## src/rtl/cnn_layer_sequencer.sv

```systemverilog
// Layer-by-layer controller for the conv -> maxpool datapath chain.
// Each stage is guarded by a watchdog; busy cycles are counted per run.
module cnn_layer_sequencer #(
    parameter int MAX_LAYERS     = 8,
    parameter int TIMEOUT_CYCLES = 30000,
    parameter int CNT_WIDTH      = 32,
    localparam int LW = $clog2(MAX_LAYERS + 1)
) (
    input  logic                  clk,
    input  logic                  reset,
    input  logic                  start,
    input  logic                  abort,
    input  logic                  clear_err,
    input  logic [LW-1:0]         num_layers,
    input  logic [MAX_LAYERS-1:0] pool_mask,
    output logic                  dp_reset,
    output logic                  conv_en,
    input  logic                  done_conv,
    output logic                  pool_en,
    input  logic                  done_pool,
    output logic [LW-1:0]         layer_idx,
    output logic                  busy,
    output logic                  done,
    output logic                  error,
    output logic                  err_stage,
    output logic [CNT_WIDTH-1:0]  cycle_count
);

    typedef enum logic [2:0] {
        IDLE, LOAD, CONV, POOL, NEXT, DONE, ERROR
    } state_t;

    state_t                state;
    state_t                nxt;
    logic [LW-1:0]         nl_q;
    logic [MAX_LAYERS-1:0] pool_q;
    logic [CNT_WIDTH-1:0]  wd;
    logic [LW-1:0]         nl_eff;
    logic [MAX_LAYERS-1:0] pool_sh;
    logic                  wd_hit;
    logic                  last;
    logic                  st_busy;

    assign nl_eff  = (num_layers > LW'(MAX_LAYERS)) ? LW'(MAX_LAYERS) : num_layers;
    assign pool_sh = pool_q >> layer_idx;
    assign wd_hit  = (wd == CNT_WIDTH'(TIMEOUT_CYCLES - 1));
    assign last    = (layer_idx == nl_q - LW'(1));
    assign st_busy = (state == LOAD) || (state == CONV) ||
                     (state == POOL) || (state == NEXT);

    // A stage done beats a coincident timeout.
    always_comb begin
        nxt = state;
        unique case (state)
            IDLE:  if (start) nxt = (nl_eff == '0) ? DONE : LOAD;
            LOAD:  nxt = CONV;
            CONV: begin
                if (done_conv)   nxt = pool_sh[0] ? POOL : NEXT;
                else if (wd_hit) nxt = ERROR;
            end
            POOL: begin
                if (done_pool)   nxt = NEXT;
                else if (wd_hit) nxt = ERROR;
            end
            NEXT:  nxt = last ? DONE : LOAD;
            DONE:  nxt = IDLE;
            ERROR: if (clear_err) nxt = IDLE;
            default: nxt = IDLE;
        endcase
        if (abort) nxt = IDLE;
    end

    always_ff @(posedge clk) begin
        if (reset) begin
            state       <= IDLE;
            nl_q        <= '0;
            pool_q      <= '0;
            wd          <= '0;
            layer_idx   <= '0;
            cycle_count <= '0;
            dp_reset    <= 1'b0;
            conv_en     <= 1'b0;
            pool_en     <= 1'b0;
            busy        <= 1'b0;
            done        <= 1'b0;
            error       <= 1'b0;
            err_stage   <= 1'b0;
        end else begin
            state    <= nxt;
            dp_reset <= (nxt == LOAD);
            conv_en  <= (nxt == CONV) || (nxt == POOL);
            pool_en  <= (nxt == POOL);
            busy     <= (nxt == LOAD) || (nxt == CONV) ||
                        (nxt == POOL) || (nxt == NEXT);
            done     <= (nxt == DONE);
            error    <= (nxt == ERROR);

            if (state == IDLE && nxt != IDLE) begin
                nl_q        <= nl_eff;
                pool_q      <= pool_mask;
                layer_idx   <= '0;
                cycle_count <= '0;
            end else if (st_busy && cycle_count != '1) begin
                cycle_count <= cycle_count + CNT_WIDTH'(1);
            end

            if (state == NEXT && nxt == LOAD)
                layer_idx <= layer_idx + LW'(1);

            if (nxt != state)
                wd <= '0;
            else if ((state == CONV || state == POOL) && wd != '1)
                wd <= wd + CNT_WIDTH'(1);

            if (nxt == IDLE)
                err_stage <= 1'b0;
            else if (nxt == ERROR && state != ERROR)
                err_stage <= (state == POOL);
        end
    end

endmodule
```

## config.mk

```make
export PLATFORM = sky130hd
export DESIGN_NAME = cnn_layer_sequencer
export DESIGN_NICKNAME = d
export VERILOG_FILES = /design/src/rtl/cnn_layer_sequencer.sv
export SDC_FILE = /design/constraint.sdc
export NUM_CORES = 1
export LEC_CHECK = 0
export CAP_MARGIN = 5
export CORE_ASPECT_RATIO = 1.25
export CORE_MARGIN = 2
export CORE_UTILIZATION = 40
export DETAILED_ROUTE_END_ITERATION = 12
export PLACE_DENSITY = 0.75
export SETUP_SLACK_MARGIN = 0.4
export SLEW_MARGIN = 20
export SYNTH_ARGS = -nofsm -noshare
export SYNTH_HDL_FRONTEND = slang
export SYNTH_SLANG_ARGS = --single-unit
```

## constraint.sdc

```tcl
create_clock -name clk -period 2 [get_ports clk]
set_input_delay 0.3 -clock clk [delete_from_list [all_inputs] [get_ports clk]]
set_output_delay 0.3 -clock clk [all_outputs]
set_load 0.02 [all_outputs]
```

* After elaboration in Yosys (flattened, before gate mapping)
Cells that the tools add are included.
** Cells by class
- Add/sub/neg operators :: 4
- Multipliers :: 0
- Div/mod/pow operators :: 0
- $lt $le $gt $ge :: 1
- Equality and inequality tests :: 17
- Shifts and indexed selects :: 1
- Multiplexer cells :: 13
- Bitwise gates (word level) :: 0
- Reductions and logical operators :: 21
** Operators by type and width (count)
- $add 32x1->32 const B :: 2
- $ne 32x32->1 const B :: 2
- $eq 32x15->1 const B :: 1
- $mux 3 :: 9
- $pmux 3 s6 :: 1
- $eq 3x3->1 const B :: 5
- $eq 3x2->1 const B :: 4
- $mux 4 :: 3
- $logic_or 1x1->1 :: 8
- $shr 8x4->1 :: 1
- $eq 3x1->1 const B :: 2
- $logic_not 3->1 :: 2
- $reduce_or 2->1 :: 3
- $logic_and 1x1->1 :: 5
- $add 4x1->4 const B :: 1
- $eq 4x4->1 :: 1
- $gt 4x4->1 const B :: 1
- $logic_not 4->1 :: 1
- $sub 4x1->4 const B :: 1
- $ne 3x3->1 :: 1
- $ne 3x3->1 const B :: 1
- $reduce_bool 3->1 :: 1
- $reduce_bool 2->1 :: 1
** Storage, ports and cells
- Bits in registers :: 90
- Latch bits :: 0
- RAM bits :: 0
- Memory bits (read-only) :: 0
- Input bits :: 19
- Output and inout bits :: 43
- Word-level logic and storage cells :: 70
- Memories :: 0

* Logic depth before layout (Yosys ltp)
- Depth in word-level cells :: 11
- Gate-level depth with buffers :: 10
- Gate-level depth less buffers :: 9

* Worst setup path after synthesis
OpenSTA, ideal clock, no wires.
- Kind :: register to register
- Start point :: register layer_idx[1]
- End point :: register wd[28]
- Setup time :: 62 ps
- Arrival :: 2222 ps
- Data required time :: 1938 ps
- Setup slack :: -284 ps
- Stages on the path, launching flop included :: 10
- Cells stage by stage :: dfxtp_1 > buf_2 > mux2i_1 > a221oi_2 > a31oi_1 > o21ai_0 > a2111oi_1 > o211ai_2 > buf_6 > nor2_2
** On the way
- Word-level cells in the longest chain between the ends :: 7
- Elaborated cells between the ends (all ways) :: 9
** RTL lines
- from (decl) :: line 21 : output logic [LW-1:0] layer_idx,
- from (signal assigned) :: line 108 : layer_idx <= layer_idx + LW'(1);
- $shr 8x4->1 :: line 45 : assign pool_sh = pool_q >> layer_idx;
- $mux 3 (2 in a row) :: line 58 : if (done_conv) nxt = pool_sh[0] ? POOL : NEXT;
- $pmux 3 s6 * :: line 54 : unique case (state)
- $mux 3 * :: line 70 : if (abort) nxt = IDLE;
- $ne 3x3->1 * :: line 110 : if (nxt != state)
- $reduce_or 2->1 (no line) *
- to (signal assigned) :: line 113 : wd <= wd + CNT_WIDTH'(1);
- to (decl) :: line 37 : logic [CNT_WIDTH-1:0] wd;
Mark *: on every way between the ends. The rest lies on a longest branch, timed or not.
A chain may end at the register's enable or synchronous reset.

* Worst setup path in the final report
- Start point :: register nl_q[1]
- End point :: register wd[17]
** On the way
- Word-level cells in the longest chain between the ends :: 7
** RTL lines
- from (decl) :: line 35 : logic [LW-1:0] nl_q;
- from (signal assigned) :: line 99 : nl_q <= nl_eff;
- $sub 4x1->4 :: line 47 : assign last = (layer_idx == nl_q - LW'(1));
- $eq 4x4->1 :: line 47
- $mux 3 :: line 65 : NEXT: nxt = last ? DONE : LOAD;
- $pmux 3 s6 :: line 54
- $mux 3 :: line 70
- $ne 3x3->1 :: line 110
- $reduce_or 2->1 (no line)
Every way passes these cells.

==> results summary <==
The proportion of power drawn by flip-flops and latches came out at 0.436. The number of antenna repair diodes came out at 0. The vertical die dimension is 123.2 um.

The final number of setup-violating endpoints is 88. The synthesized instance count is 535. The synthesized design contains 0 enable-type register cells. The clock transition time at the flip-flop clock pins of the worst setup and hold paths came out at 0.07 ns.

The number of different library cells used by synthesis comes to 59. The clock sink total is 90. Broken down by cell family, the worst path's largest delay share belongs to compound AO/OA/AOI/OAI gates. The number of buffers between clock root and the deepest sink is 2. The critical path in this run is classified as reg -> reg. For this run the aggregate overflow at the end of global routing stands at 0. The internal power is 3.188 mW. The layout net count came out at 735.

The register-to-register setup slack is -0.33 ns. The number of design-rule violations left by the first detailed-router iteration is 196. Setup repair after global routing could not meet its margin everywhere.

The buffers plus inverters on the worst setup path is 2. The worst hold path stage count is 2. The total I/O pin count came out at 62. Of the total power, the clock network draws 0.455. The part of the power in combinational logic came out at 0.109.

The period utilization came out at 1.163. The first detailed-routing pass ran for 5 iterations. The H-tree was split into 3 levels.

The endpoint type of the worst setup path is a flip-flop. The final design utilization is 0.6243. STA classifies the critical path startpoint as a flip-flop. The cell area after synthesis is 4544 um2.

The placed instance area is 6177 um2. The clock latency on the worst-skew pair is 0.35 ns. Detailed placement ended at an HPWL of 9176 um. Across the run, the number of max-cap violations was 0.

The checks that failed: negative setup slack. TritonCTS built the clock tree. The root buffer cell chosen for the clock tree is clkbuf_16.

At the end of routability-driven placement, the weighted congestion stood at 0.9428. The final design area excluding fillers is 6919 um2. The worst register-to-register path begins at nl_q[1]. The detailed-route via count came out at 4646.

The number of cell rows is 43. The global-route wire length before repair came out at 21050 um. The average via count per standard cell came out at 5.453. Summed over all nets, the switching power comes to 1.001 mW. On the critical path, the stage with the largest delay is an instance of dfxtp_1.

The final count of pins violating max slew came out at 0. The post-route minimum period came out at 2.327 ns. The overall global routing resource usage came out at 0.2130. The relative max-transition margin is 0.5398. The placeable core region came out at 11080 um2. The final worst clock skew came out at 0.008596 ns. Traced cell by cell, the critical path runs through inv_1 > ha_1 > xor2_1 > o2111ai_1 > a21oi_1 > a21o_1 > o211ai_1 > o211ai_4 > buf_12 > nor2_1. The leakage power figure is 2.885 nW. The post-synthesis async set-or-reset flop share came out at 0. The maximum frequency from static timing analysis is 429.8 MHz. In this run the worst hold path is classified as reg -> reg. The post-cts hold buffer count came out at 0.

The effective utilization at floorplan came out at 0.4100. The peak supply drop is 0.5211 mV. The flow ran to the end, but the final reports show violations. Across all setup checks in the final design, the least slack found is -0.3267 ns. The signal arrival time at the worst endpoint is 2.57 ns. The routed wirelength normalized by instance count is 16.01 um. The via count of the first global-routing pass was 4641. Once detail routing completed, the nets flagged for antenna violations numbered 0.

The average cell area after synthesis came out at 8.494 um2. The measured slew at the worst slew-check pin came out at 0.6878 ns. The number of nets in the synthesized netlist is 558. For the worst setup path, the data required time is 2.24 ns. The largest single stage delay on the critical path is 0.36 ns.

The number of design rule violations left after detail routing is 0. The full die area came out at 12240 um2. In this run the worst path has a maximum fanout of 12. The overall routed net length is 13640 um. The depth of the worst register-to-register path came out at 10. Yosys printed 0 warnings. The setup TNS is -22.23 ns.

The most used flip-flop cell after synthesis is dfxtp_1. Entering global routing, the biggest net connects 33 pins. The register area share after synthesis is 0.3965. For hold timing, the worst endpoint is pool_q[7]. The count of endpoints failing hold in the final timing report is 0. The area growth from synthesis to layout is 52.26%.

The count of buffers inserted at the top-level ports is 61. Of the total power, the share spent switching nets is 0.2389. The horizontal die dimension came out at 99.34 um.

The number of antenna violations at the first check in global routing came to 0. The critical hold path startpoint is pool_q[7]. The share of cells above drive strength 1 is 0.3403. The synthesized design contains 90 register bits. In this run the critical register-to-register path is captured at wd[17]. The number of buffers created by CTS came out at 9.

The total power divided by cell area came out at 605.4 nW/um2.
area by class of cell:
class	count	area, um2
sequential	90	1841
multi-input combinational	405	2889
clock buffer	11	254.0
tap	135	168.9
fill	864	4164
clock inverter	5	82.58
inverter	17	63.81
timing repair buffer	189	1620
placed cells by master, fill, tap and decap left out, types with 4 or more instances in the layout:
| cell type | count |
|---|---|
| a21oi_1 | 18 |
| and2_1 | 7 |
| and3_1 | 20 |
| and4_1 | 6 |
| buf_4 | 113 |
| buf_6 | 12 |
| clkbuf_16 | 10 |
| clkdlybuf4s50_1 | 19 |
| dfxtp_1 | 67 |
| dfxtp_2 | 19 |
| dfxtp_4 | 4 |
| dlygate4sd2_1 | 39 |
| inv_1 | 15 |
| mux2i_1 | 5 |
| nand2_1 | 29 |
| nand3_1 | 40 |
| nand3_2 | 4 |
| nand4_1 | 23 |
| nor2_1 | 58 |
| nor2_2 | 19 |
| nor3_1 | 12 |
| o21ai_0 | 7 |
| o21ai_1 | 6 |
| o21ai_2 | 7 |
| xnor2_1 | 25 |
| xor2_1 | 41 |
power groups by stage:
stage                     sequential [mW]  clock (mW)  combinational, mW
after floorplan                      1.87           0              0.213
after global placement               1.86           0              0.355
after detailed placement             1.86           0              0.364
after CTS                            1.82        1.92              0.408
after global routing                 1.83        2.00              0.487
final                                1.83        1.91              0.458
cell families (layout without fill, tap and decap cells):
kind of cell             Yosys count  count (layout)  synth area share
AO/OA/AOI/OAI                     71              71            0.1057
XOR/XNOR                          66              66            0.1272
adder cells (fa/ha/maj)            4               4           0.01101
buffers and inverters             40             222           0.04405
flip-flops                        90              90            0.3965
multiplexers                       6               6           0.01322
AND/OR/NAND/NOR                  258             258            0.3023
how the worst max path moves through the flow:
stage,start,slack (ns),cells after the start,end
2_1_floorplan,layer_idx[0],-0.05,9,nl_q[3]
3_3_place_gp,done_conv,-0.38,8,layer_idx[2]
6_report,nl_q[1],-0.33,10,wd[17]
3_5_place_dp,done_conv,-0.44,8,layer_idx[2]
5_1_grt,layer_idx[1],-0.41,9,wd[13]
4_1_cts,wd[31],-0.25,8,wd[8]
sequential cells by signal (all words and copies together) (netlist names):
signal	flops
busy	1
conv_en	1
nl_q	4
pool_en	1
done	1
pool_q	8
error	1
cycle_count	32
err_stage	1
wd	32
layer_idx	4
dp_reset	1
state	3
metrics by stage:
stage | setup WS, ns | hold slack (ns) | total power [mW] | cells
4_1_cts | -0.2516 | 0.4857 | 4.155 | 849
3_5_place_dp | -0.4383 | 0.4711 | 2.228 | 827
2_1_floorplan | -0.05231 | 0.4477 | 2.079 | 535
5_1_grt | -0.4127 | 0.5063 | 4.312 | 852
3_3_place_gp | -0.3804 | 0.4635 | 2.219 | 827
6_report | -0.3267 | 0.4856 | 4.189 | 852
repair_timing:
item | in CTS | in global routing
buffers inserted | 4 | 3
pin swaps | 8 | 12
endpoints found under the setup margin | 129 | 93
gates cloned | 2 | 0
gates resized for setup | 83 | 52
metal layers:
metal	GRT usage	share of wire
met2	0.4079	0.55
met5	0	0
met4	0.08733	0.028
met3	0.03901	0.042
met1	0.2281	0.38
Yosys cell counts, drive strengths merged (3+ instances only):
cell    count  area [um2]
mux2i       6       60.06
nand3      44       220.2
o21ai      21       108.9
nand2      32       120.1
or3         6       42.54
inv        17       63.81
o41ai       3       26.28
ha          4       50.05
nand4      23       143.9
and2        7       43.79
xor2       41       359.1
a21oi      21       105.1
xnor2      25       219.0
dfxtp      90        1802
o211ai      3       27.52
nor3       17       106.4
buf        17       113.9
and4        9       78.83
nor4        8       71.32
clkbuf      6       22.52
o31ai       3       22.52
and3       20       125.1
nor2       80       325.3
nor2b       4       25.02
worst register-to-register path, stage by stage (launching register included):
cell and delay [ns]:
dfxtp_1 0.36, inv_1 0.09, ha_1 0.30, xor2_1 0.17, o2111ai_1 0.14, a21oi_1 0.23, a21o_1 0.28, o211ai_1 0.20
o211ai_4 0.22, buf_12 0.20, nor2_1 0.05
(Power assumes the default switching activity.)
